[config.mk]
export PLATFORM = sky130hd
export DESIGN_NAME = sa_fifo_reader
export DESIGN_NICKNAME = d
export VERILOG_FILES = /design/src/rtl/sa_pkg.sv /design/src/rtl/sa_skid2.sv /design/src/rtl/sa_fifo_reader.sv
export SDC_FILE = /design/constraint.sdc
export NUM_CORES = 1
export LEC_CHECK = 0
export ABC_AREA = 1
export CAP_MARGIN = 20
export CORE_AREA = 4 4 92 94
export CTS_CLUSTER_SIZE = 24
export DETAILED_ROUTE_END_ITERATION = 7
export DIE_AREA = 0 0 96 98
export PLACE_DENSITY = 0.75
export SLEW_MARGIN = 10
export SYNTH_ARGS = -nofsm -noshare
export SYNTH_HDL_FRONTEND = slang
export SYNTH_SLANG_ARGS = --single-unit
[constraint.sdc]
create_clock -name clk -period 1.7 [get_ports clk]
set_input_delay 0.17 -clock clk [delete_from_list [all_inputs] [get_ports clk]]
set_output_delay 0.17 -clock clk [all_outputs]
set_load 0.02 [all_outputs]
[src/rtl/sa_pkg.sv]
// sa_pkg: types shared by the systolic-array write FIFO, its reader and the array
// Holds the FIFO entry layout {addr, data} and the reader state encoding.
package sa_pkg;

    localparam int SA_ADDR_W = 8;
    localparam int SA_DATA_W = 16;

    typedef struct packed {
        logic [SA_ADDR_W-1:0] addr;
        logic [SA_DATA_W-1:0] data;
    } FIFO_ENTRY_t;

    typedef enum logic [1:0] {
        IDLE  = 2'd0,
        RUN   = 2'd1,
        DRAIN = 2'd2,
        DONE  = 2'd3
    } state_t;

endpackage

[src/rtl/sa_skid2.sv]
// sa_skid2: 2-entry in-order valid/ready queue of FIFO_ENTRY_t
// Ports:
//   clk, rst          clock, synchronous active-high reset
//   in_valid_i/in_data_i/in_ready_o     write side
//   out_valid_o/out_data_o/out_ready_i  read side, head of queue
//   occ_o             current occupancy, 0..2
module sa_skid2
    import sa_pkg::*;
(
    input  logic        clk,
    input  logic        rst,
    input  logic        in_valid_i,
    input  FIFO_ENTRY_t in_data_i,
    output logic        in_ready_o,
    output logic        out_valid_o,
    input  logic        out_ready_i,
    output FIFO_ENTRY_t out_data_o,
    output logic [1:0]  occ_o
);

    logic [1:0]  occ_q, occ_d;
    FIFO_ENTRY_t head_q, head_d, tail_q, tail_d;
    logic        push, pop;

    assign out_valid_o = occ_q != 2'd0;
    assign out_data_o  = head_q;
    assign occ_o       = occ_q;
    assign pop         = out_valid_o & out_ready_i;
    // A full queue can still take an entry when the head leaves this cycle.
    assign in_ready_o  = (occ_q != 2'd2) | pop;
    assign push        = in_valid_i & in_ready_o;

    always_comb begin
        occ_d  = occ_q + {1'b0, push} - {1'b0, pop};
        head_d = pop ? tail_q : head_q;
        tail_d = tail_q;
        // The new entry lands in the head when it is the only one left after this cycle.
        if (push && occ_d == 2'd1)
            head_d = in_data_i;
        else if (push)
            tail_d = in_data_i;
    end

    always_ff @(posedge clk) begin
        if (rst) begin
            occ_q  <= 2'd0;
            head_q <= '0;
            tail_q <= '0;
        end else begin
            occ_q  <= occ_d;
            head_q <= head_d;
            tail_q <= tail_d;
        end
    end

    always_ff @(posedge clk) begin
        if (!rst)
            assert (!(in_valid_i && !in_ready_o))
                else $error("sa_skid2 overflow: push into full queue");
    end

endmodule

[src/rtl/sa_fifo_reader.sv]
// sa_fifo_reader: pops {addr,data} entries from the write FIFO and replays them on a valid/ready memory port
// Ports:
//   clk, rst                  clock, synchronous active-high reset
//   enable                    allow pops from the FIFO
//   drain_req                 pulse: empty FIFO and skid buffer, then pulse drain_done
//   fifo_empty, fifo_data_out FIFO status and read data (valid the cycle after fifo_rd_en)
//   fifo_rd_en                FIFO pop request
//   mem_wr_valid/ready/addr/data  memory write port
//   wr_count                  writes accepted since reset or last drain_done
//   addr_err                  sticky: an entry above ADDR_LIMIT was popped and dropped
//   busy, drain_done          state != IDLE, drain completion pulse
module sa_fifo_reader
    import sa_pkg::*;
#(
    parameter int ADDR_W     = SA_ADDR_W,
    parameter int DATA_W     = SA_DATA_W,
    parameter int CNT_W      = 16,
    parameter int ADDR_LIMIT = 2**ADDR_W - 1
) (
    input  logic              clk,
    input  logic              rst,
    input  logic              enable,
    input  logic              drain_req,
    input  logic              fifo_empty,
    input  FIFO_ENTRY_t       fifo_data_out,
    output logic              fifo_rd_en,
    output logic              mem_wr_valid,
    input  logic              mem_wr_ready,
    output logic [ADDR_W-1:0] mem_wr_addr,
    output logic [DATA_W-1:0] mem_wr_data,
    output logic [CNT_W-1:0]  wr_count,
    output logic              addr_err,
    output logic              busy,
    output logic              drain_done
);

    localparam logic [ADDR_W-1:0] LIMIT = ADDR_W'(ADDR_LIMIT);

    state_t             state_q, state_d;
    logic               inflight_q;
    logic               addr_err_q, addr_err_d;
    logic [CNT_W-1:0]   wr_count_q, wr_count_d;
    logic               accept, cap_ok, cap_bad, reading, credit, skid_ready;
    logic [1:0]         occ;
    logic [2:0]         occ_next;
    FIFO_ENTRY_t        head;

    assign accept  = mem_wr_valid & mem_wr_ready;
    assign cap_bad = inflight_q & (fifo_data_out.addr > LIMIT);
    assign cap_ok  = inflight_q & ~cap_bad;
    assign reading = (state_q == RUN && enable) || state_q == DRAIN;
    // Credits count the skid slots left after this cycle's accept, minus the entry still in flight,
    // so a new read can never overflow the skid while still allowing one write per cycle.
    assign credit   = ({1'b0, occ} - {2'b0, accept} + {2'b0, inflight_q}) < 3'd2;
    assign occ_next = {1'b0, occ} - {2'b0, accept} + {2'b0, cap_ok};

    assign fifo_rd_en  = reading & ~fifo_empty & credit;
    assign mem_wr_addr = head.addr;
    assign mem_wr_data = head.data;
    assign wr_count    = wr_count_q;
    assign addr_err    = addr_err_q;
    assign busy        = state_q != IDLE;
    assign drain_done  = state_q == DONE;

    sa_skid2 u_skid (
        .clk         (clk),
        .rst         (rst),
        .in_valid_i  (cap_ok),
        .in_data_i   (fifo_data_out),
        .in_ready_o  (skid_ready),
        .out_valid_o (mem_wr_valid),
        .out_ready_i (mem_wr_ready),
        .out_data_o  (head),
        .occ_o       (occ)
    );

    always_comb begin
        state_d = state_q;
        case (state_q)
            IDLE:    state_d = drain_req ? DRAIN : enable ? RUN : IDLE;
            RUN:     state_d = drain_req ? DRAIN : enable ? RUN : IDLE;
            // Empty FIFO means no read this cycle, so nothing is in flight after the edge.
            DRAIN:   state_d = (fifo_empty && occ_next == 3'd0) ? DONE : DRAIN;
            default: state_d = IDLE;
        endcase
        addr_err_d = addr_err_q | cap_bad;
        wr_count_d = (state_q == DONE) ? '0 : wr_count_q + CNT_W'(accept);
    end

    always_ff @(posedge clk) begin
        if (rst) begin
            state_q    <= IDLE;
            inflight_q <= 1'b0;
            addr_err_q <= 1'b0;
            wr_count_q <= '0;
        end else begin
            state_q    <= state_d;
            inflight_q <= fifo_rd_en;
            addr_err_q <= addr_err_d;
            wr_count_q <= wr_count_d;
        end
    end

    always_ff @(posedge clk) begin
        if (!rst)
            assert (!(cap_ok && !skid_ready))
                else $error("sa_fifo_reader: captured entry found no skid slot");
    end

endmodule

==> impl_results.md, run 1 <==
- Status: finished, violations left
- Failing checks: negative setup slack
- Fraction of layout cells with a size suffix above 1: ~35%
- Worst-path fanout max: 3
- 1st-pass router iterations: 5
- Register area: 1380 um^2
- Vias in the first global route: about 3,200
- Yosys cell types: 31
- Worst Path Arrival: approximately 1.9 ns
- Pleak: 0.00203 uW
- PD cells: approximately 650 nW/um^2
- WL final: just over 10,000 um
- RSZ-0062 raised after global routing: true
- GRT overflow: 0
- Die ar.: about 9400 um^2
- CTS tree: built
- Clk buf depth: 2
- CP required: around 1.5 ns
- Final Critical Period: between 2 and 2.5 ns
- Syn Std Cell Area: between 3000 and 4000 um^2
- Setup violators final: between 50 and 60
- Drt via density: 5.24
- Type of element capturing the critical path: output pin
- Hpwl dp: 6060 um
- Max-cap violation count: 0
- Reg clk slew, reported paths: approximately 0.07 ns
- YS warnings: 0
- Final Hold Viols: 0
- CP startpoint kind: flip-flop
- Leading area contributor after synthesis: dfxtp_1
- Setup ws final: -0.374 ns
- H-tree depth: 3
- Syn nets: roughly 500
- Synth area leaders: dfxtp_1, nand2_1, nor2_1
- Pre-CTS setup slack: -1.04 ns
- Total track usage: between 10% and 20%
- Pin count of the biggest net entering global routing: 27
- Vias: roughly 3,600
- Die height: 98 um
- Multi-input gate area: about 2200 um^2
- Cts hold-fix bufs: 0
- Total CTS buffers: 9
- Row Count: 32
- IO buf count: 73
- Initial antenna violation count: 0
- Hold WS: between 0.4 and 0.5 ns
- Clock Latency Late Sink: about 0.33 ns
- Synth top area share: 40.5%
- Io pins: 75
- Slew Viols, Final: 0
- Syn_area_per_cell: 7.13 um^2
- Seq/Total Area, Yosys: 40.5%
- Gate Count Post-Synth: roughly 480
- Peak VDD IR: 0.557 mV
- Setup CP Type: flip-flop to output pin
- Min-delay worst type: input pin to flip-flop
- Clock Tree Root: clkbuf_8
- Max Freq: between 0.4 and 0.5 GHz
- First-pass GRT wire length: ~15,000 um
- Synth-to-Final Area Change: 56.3%
- Post-route DRC violation count: 0
- Iteration-0 DRC Markers: 172
- Wire per inst: 15.0 um
- Inserted Diodes: 0
- Skew final: between 0.006 and 0.007 ns
- GPL Wtd Cong: between 0.8 and 0.9
- Synthesized flop and latch total: approximately 70
- CTS sink count: 69
- Fill cells: around 570
- ANT nets after route: 0
- Die span in x: between 90 and 100 um
- Initial Utilization: about 45%
- Final Net Count: approximately 610
- Core area: 7650 um^2
- Tcrit/Tclk final: 122%
through the flow:
step / area (um^2) / utilization, % / total power [uW] / setup TNS [ns] / std cells
final: 5330 / 69.6 / 3440 / -9.42 / 682
after detailed placement: 4360 / 57.1 / 2090 / -25.18 / 653
after global placement: 4360 / 57.1 / 2090 / -23.53 / 653
after floorplan: 3450 / - / 1920 / -3.21 / 478
after CTS: 4680 / 61.2 / 3380 / -3.67 / 672
after global routing: 5330 / 69.6 / 3560 / -13.99 / 682
critical path, stage by stage (launching register included):
cell and delay (ns):
dfxtp_2 0.34, inv_4 0.07, nand3_4 0.08, inv_4 0.08
ha_4 0.19, inv_2 0.06, ha_4 0.19, a21oi_2 0.11
o21ai_2 0.09, nor4_4 0.17, buf_4 0.19
layer usage:
metal	GRT usage, %	part of all wire, %	vias up
li1	-	-	1756
met1	24.1	40	1699
met2	32.6	54	99
met3	2.54	4.1	17
met4	8.10	1.8	0
met5	0	0	-
power breakdown:
part / leakage [uW] / total (uW) / switching [uW] / internal, uW
registers: 0.000560 / 1690 / 29.4 / 1660
logic: 0.00138 / 465 / 257 / 207
clock network: 0.0000923 / 1290 / 584 / 702
final timing paths:
check / end / cells after the start / slack (ns) / start
max: fifo_rd_en / 10 / -0.37 / u_skid.occ_o[0]$_SDFF_PP0_
min: state_q[1]$_SDFF_PP0_ / 3 / 0.42 / drain_req
max reg2reg: wr_count[12]$_SDFF_PP0_ / 15 / -0.31 / u_skid.occ_o[0]$_SDFF_PP0_
min reg2reg: u_skid.out_data_o[2]$_SDFFE_PP0P_ / 2 / 0.47 / u_skid.out_data_o[2]$_SDFFE_PP0P_
placed cells by master, fill, tap and decap left out, types with 2 or more instances in the layout:
master,instances
nand2_1,53
dfxtp_2,2
o21ai_1,2
nor2_4,4
inv_1,46
nand3_1,9
nand3_2,22
inv_2,5
dfxtp_1,67
a21oi_1,20
buf_4,22
nand2_4,22
nand3b_1,2
nand2_2,26
buf_6,10
nor2_1,61
o21ai_2,28
inv_4,4
ha_2,2
o21ai_0,6
a21oi_2,18
clkdlybuf4s50_1,69
buf_8,3
clkbuf_1,2
nor2_2,3
nand4_1,28
buf_12,4
ha_4,3
clkbuf_16,4
nor3_1,4
clkbuf_8,10
or2_0,2
nand3_4,3
Yosys cell counts (all sizes together):
| cell type | count |
|---|---|
| conb | 1 |
| nor4 | 1 |
| o21ai | 36 |
| a21boi | 1 |
| nand2 | 102 |
| o21bai | 1 |
| nor2 | 68 |
| xnor2 | 1 |
| nand3b | 2 |
| and2 | 1 |
| clkinv | 1 |
| ha | 5 |
| dfxtp | 69 |
| or2 | 2 |
| a31oi | 1 |
| nor3 | 4 |
| inv | 56 |
| a21oi | 38 |
| nand4 | 28 |
| nand3 | 34 |
| clkbuf | 8 |
| buf | 18 |
what timing repair did:
item,CTS,global route
buffers inserted,6,7
gates cloned,0,6
pin swaps,15,34
setup endpoints to repair,57,62
gates resized for setup,38,165
sequential cells by signal, indices dropped and copies added (netlist names):
signal             flops
u_skid.out_data_o     24
u_skid.tail_q         24
wr_count              16
state_q                2
u_skid.occ_o           2
inflight_q             1
kinds of logic after synthesis:
family	Yosys count	share of synthesized area [%]
buffers and inverters	83	11.0
adders and majority gates	5	1.84
and+or+nand+nor	242	34.4
xor gates and xnor gates	1	0.257
DFF	69	40.5
AOI/OAI and AO/OA	77	11.8
other	1	0.110
layout make-up:
cell class / instances / share of cell area (%)
inverters: 57 / 4.44
repair buffers: 114 / 22.8
well taps: 102 / 2.40
flip-flops and latches: 69 / 26.0
clock buffers: 12 / 2.72
clock inverters: 2 / 0.658
multi-input cells: 326 / 41.0
(Power assumes the default switching activity.)
==> inputs of run 2 (changes only) <==
- CORE_AREA: 4 4 92 94 -> 4 4 94 96
- DIE_AREA: 0 0 96 98 -> 0 0 98 100
- SYNTH_HIERARCHICAL: default -> 1
==> impl_results.md, run 2 <==
- Reg clk slew, reported paths: 0.07 ns (about the same)
- Worst hold stages: 4 (was 3)
- Setup CP Type: flip-flop to output pin (unchanged)
- EDFF count, synth: 0 (unchanged)
- Skew final: 0.00833 ns (was 0.00685 ns)
- Synth-to-Final Area Change: 54.3% (was 56.3%)
- Setup ws final: -0.554 ns (was -0.374 ns)
- Total track usage: 20.9% (was 19.2%)
- GRT overflow: 0 (unchanged)
- Worst reg2reg path depth: 19 (was 15)
- CTS tree: built (unchanged)
- Count leader, synth: nand2_1 (unchanged)
- Iteration-0 DRC Markers: 134 (was 172)
- Hold WS: 0.220 ns (was 0.422 ns)
- Io pins: 75 (unchanged)
- Slew Viols, Final: 0 (unchanged)
- CP required: 1.53 ns (about the same)
- First-pass GRT wire length: 16,700 um (was 14,600 um)
- Most frequent cells after synthesis: nand2_1, nor2_1, dfxtp_1 (was nand2_1, dfxtp_1, nor2_1)
- Post-route DRC violation count: 0 (unchanged)
- Initial Utilization: 44.9% (was 44.6%)
- Peak VDD IR: 0.736 mV (was 0.557 mV)
- Syn nets: 532 (was 513)
- Setup violators final: 52 (was 54)
- Row Count: 33 (was 32)
- Clk buf depth: 2 (unchanged)
- Seq/Total Area, Yosys: 38.2% (was 40.5%)
- Status: finished, violations left (unchanged)
- Max-cap violation count: 0 (unchanged)
- Failing checks: negative setup slack (unchanged)
- Gate Count Post-Synth: 494 (was 478)
- Die span in x: 98 um (was 96 um)
- Syn_area_per_cell: 7.32 um^2 (was 7.13 um^2)
- Clock Latency Late Sink: 0.33 ns (about the same)
- Initial antenna violation count: 0 (unchanged)
- H-tree depth: 3 (unchanged)
- Non-Filler Instances: 717 (was 682)
- Synthesized flop and latch total: 69 (unchanged)
- Type of element capturing the critical path: output pin (unchanged)
- Final Hold Viols: 0 (unchanged)
- Final Net Count: 646 (was 612)
- 1st-pass router iterations: 4 (was 5)
- Clock Tree Root: clkbuf_8 (unchanged)
- IO buf count: 73 (unchanged)
- CTS sink count: 69 (unchanged)
- Worst-path fanout max: 2 (was 3)
- Measured slew at the worst slew-check pin: 0.965 ns
- RSZ-0062 raised after global routing: true (unchanged)
- Worst Path Arrival: 2.08 ns (was 1.90 ns)
- Final Critical Period: 2.25 ns (was 2.07 ns)
- Synth top area share: 38.2% (was 40.5%)
- Prevailing post-synth register cell: dfxtp_1 (unchanged)
- Die height: 100 um (was 98 um)
- Most common cell after layout, fill and taps aside: nand2_1 (was clkdlybuf4s50_1)
- Ys async rst share: 0% (unchanged)
- Max Freq: 0.444 GHz (was 0.482 GHz)
- Yosys cell types: 33 (was 31)
- ANT nets after route: 0 (unchanged)
- Synth area leaders: dfxtp_1, nand2_1, nor2_1 (unchanged)
- Hpwl dp: 6370 um (was 6060 um)
- YS warnings: 6 (was 0)
- Slew margin rel.: 35.6%
- Die ar.: 9800 um^2 (was 9410 um^2)
- Syn Std Cell Area: 3620 um^2 (was 3410 um^2)
- Placed Instances: 678 (was 653)
- Core area: 8050 um^2 (was 7650 um^2)
- Total CTS buffers: 9 (unchanged)
- Pleak: 0.00227 uW (was 0.00203 uW)
- Min-delay worst type: input pin to flip-flop (unchanged)
- Fraction of layout cells with a size suffix above 1: 35.1% (was 34.7%)
- Wire per inst: 15.1 um (was 15.0 um)
- FF-to-FF setup slack: -0.55 ns (was -0.31 ns)
- CP startpoint kind: flip-flop (unchanged)
- GPL Wtd Cong: 0.836 (was 0.808)
- Commonest cells after routing, fill and taps aside: nand2_1, nor2_1, clkdlybuf4s50_1, dfxtp_1, inv_1 (was clkdlybuf4s50_1, dfxtp_1, nor2_1, nand2_1, inv_1)
- Leading area contributor after synthesis: dfxtp_1 (unchanged)
- PD cells: 1160 nW/um^2 (was 646 nW/um^2)
- Tcrit/Tclk final: 133% (was 122%)
- Inserted Diodes: 0 (unchanged)
- Vias in the first global route: 3,576 (was 3,207)
- Pin count of the biggest net entering global routing: 25 (was 27)
- Vias: 3,661 (was 3,571)
- WL final: 10,800 um (was 10,200 um)
- Drt via density: 5.11 (was 5.24)
run 2: changes by cell type after synthesis, moves of 3 or more:
cell and change:
a21oi_1 -26, a21oi_2 +21, ha_1 +3, inv_1 +8, nand2_1 +13, nand4_1 -4, nor2_1 +7, nor3_1 -3
o21ai_0 -10
run 2: final timing paths:
path,from,end
hold / removal,rst,wr_count[8]$_SDFF_PP0_
setup reg to reg,u_skid/occ_o[1]$_SDFF_PP0_,u_skid/out_data_o[1]$_SDFFE_PP0P_
hold reg to reg,wr_count[15]$_SDFF_PP0_,wr_count[15]$_SDFF_PP0_
setup / recovery,u_skid/occ_o[1]$_SDFF_PP0_,fifo_rd_en
run 2: kinds of logic after synthesis:
| kind of cell | count (synthesis) | synth area share, % |
|---|---|---|
| fa+ha+maj | 8 | 2.77 |
| xor+xnor | 2 | 0.484 |
| flops | 69 | 38.2 |
| other cells | 1 | 0.104 |
| buf+inv | 92 | 11.7 |
| compound gates | 62 | 10.9 |
| simple gates | 260 | 35.9 |
run 2: critical path, cell delays in order (launching register included):
cell      delay [ns]
dfxtp_4         0.35
inv_4           0.06
nand2_4         0.05
nand2_4         0.07
inv_4           0.04
ha_4            0.25
inv_2           0.04
ha_4            0.15
ha_4            0.22
nand3b_1        0.23
nor3_4          0.15
buf_6           0.13
run 2: where the power goes:
group / switching, uW / internal, uW
combinational: 1910 / 1500
clock: 578 / 559
sequential: 129 / 1810
total: 2620 / 3870
run 2: stage by stage:
stage / TNS, ns / util, % / total power [uW] / setup slack [ns] / instance area [um^2]
after floorplan: -20.25 / - / 3530 / -0.438 / 3730
after global placement: -35.03 / 57.8 / 4310 / -0.919 / 4650
after detailed placement: -38.16 / 57.8 / 4380 / -0.980 / 4650
after CTS: -23.11 / 65.5 / 5980 / -0.525 / 5270
after global routing: -30.78 / 69.3 / 6840 / -0.658 / 5580
final: -24.57 / 69.3 / 6480 / -0.554 / 5580
run 2: layout make-up:
class	count	area, um^2
Clock buffer	13	149
Clock inverter	2	10.0
Fill cell	617	2470
Inverter	65	267
Multi-Input combinational cell	335	2270
Sequential cell	69	1390
Tap cell	105	131
Timing Repair Buffer	125	1340
Timing Repair inverter	3	38.8
run 2: what timing repair did:
action / CTS / global route
pin swaps: 25 / 34
buffers inserted: 12 / 7
gates resized for setup: 61 / 69
cloned: 9 / 1
endpoints found under the setup margin: 55 / 67
endpoints found under the hold margin: 0 / 0
hold buffers: 0 / 0
run 2: metal layers:
layer  wire [um]  track usage (%)  up-vias
met4         206             9.27        0
met3         674             5.35       21
met1        4400             25.4     1714
li1            -                -     1804
met2        5520             34.9      122
met5           0                0        -
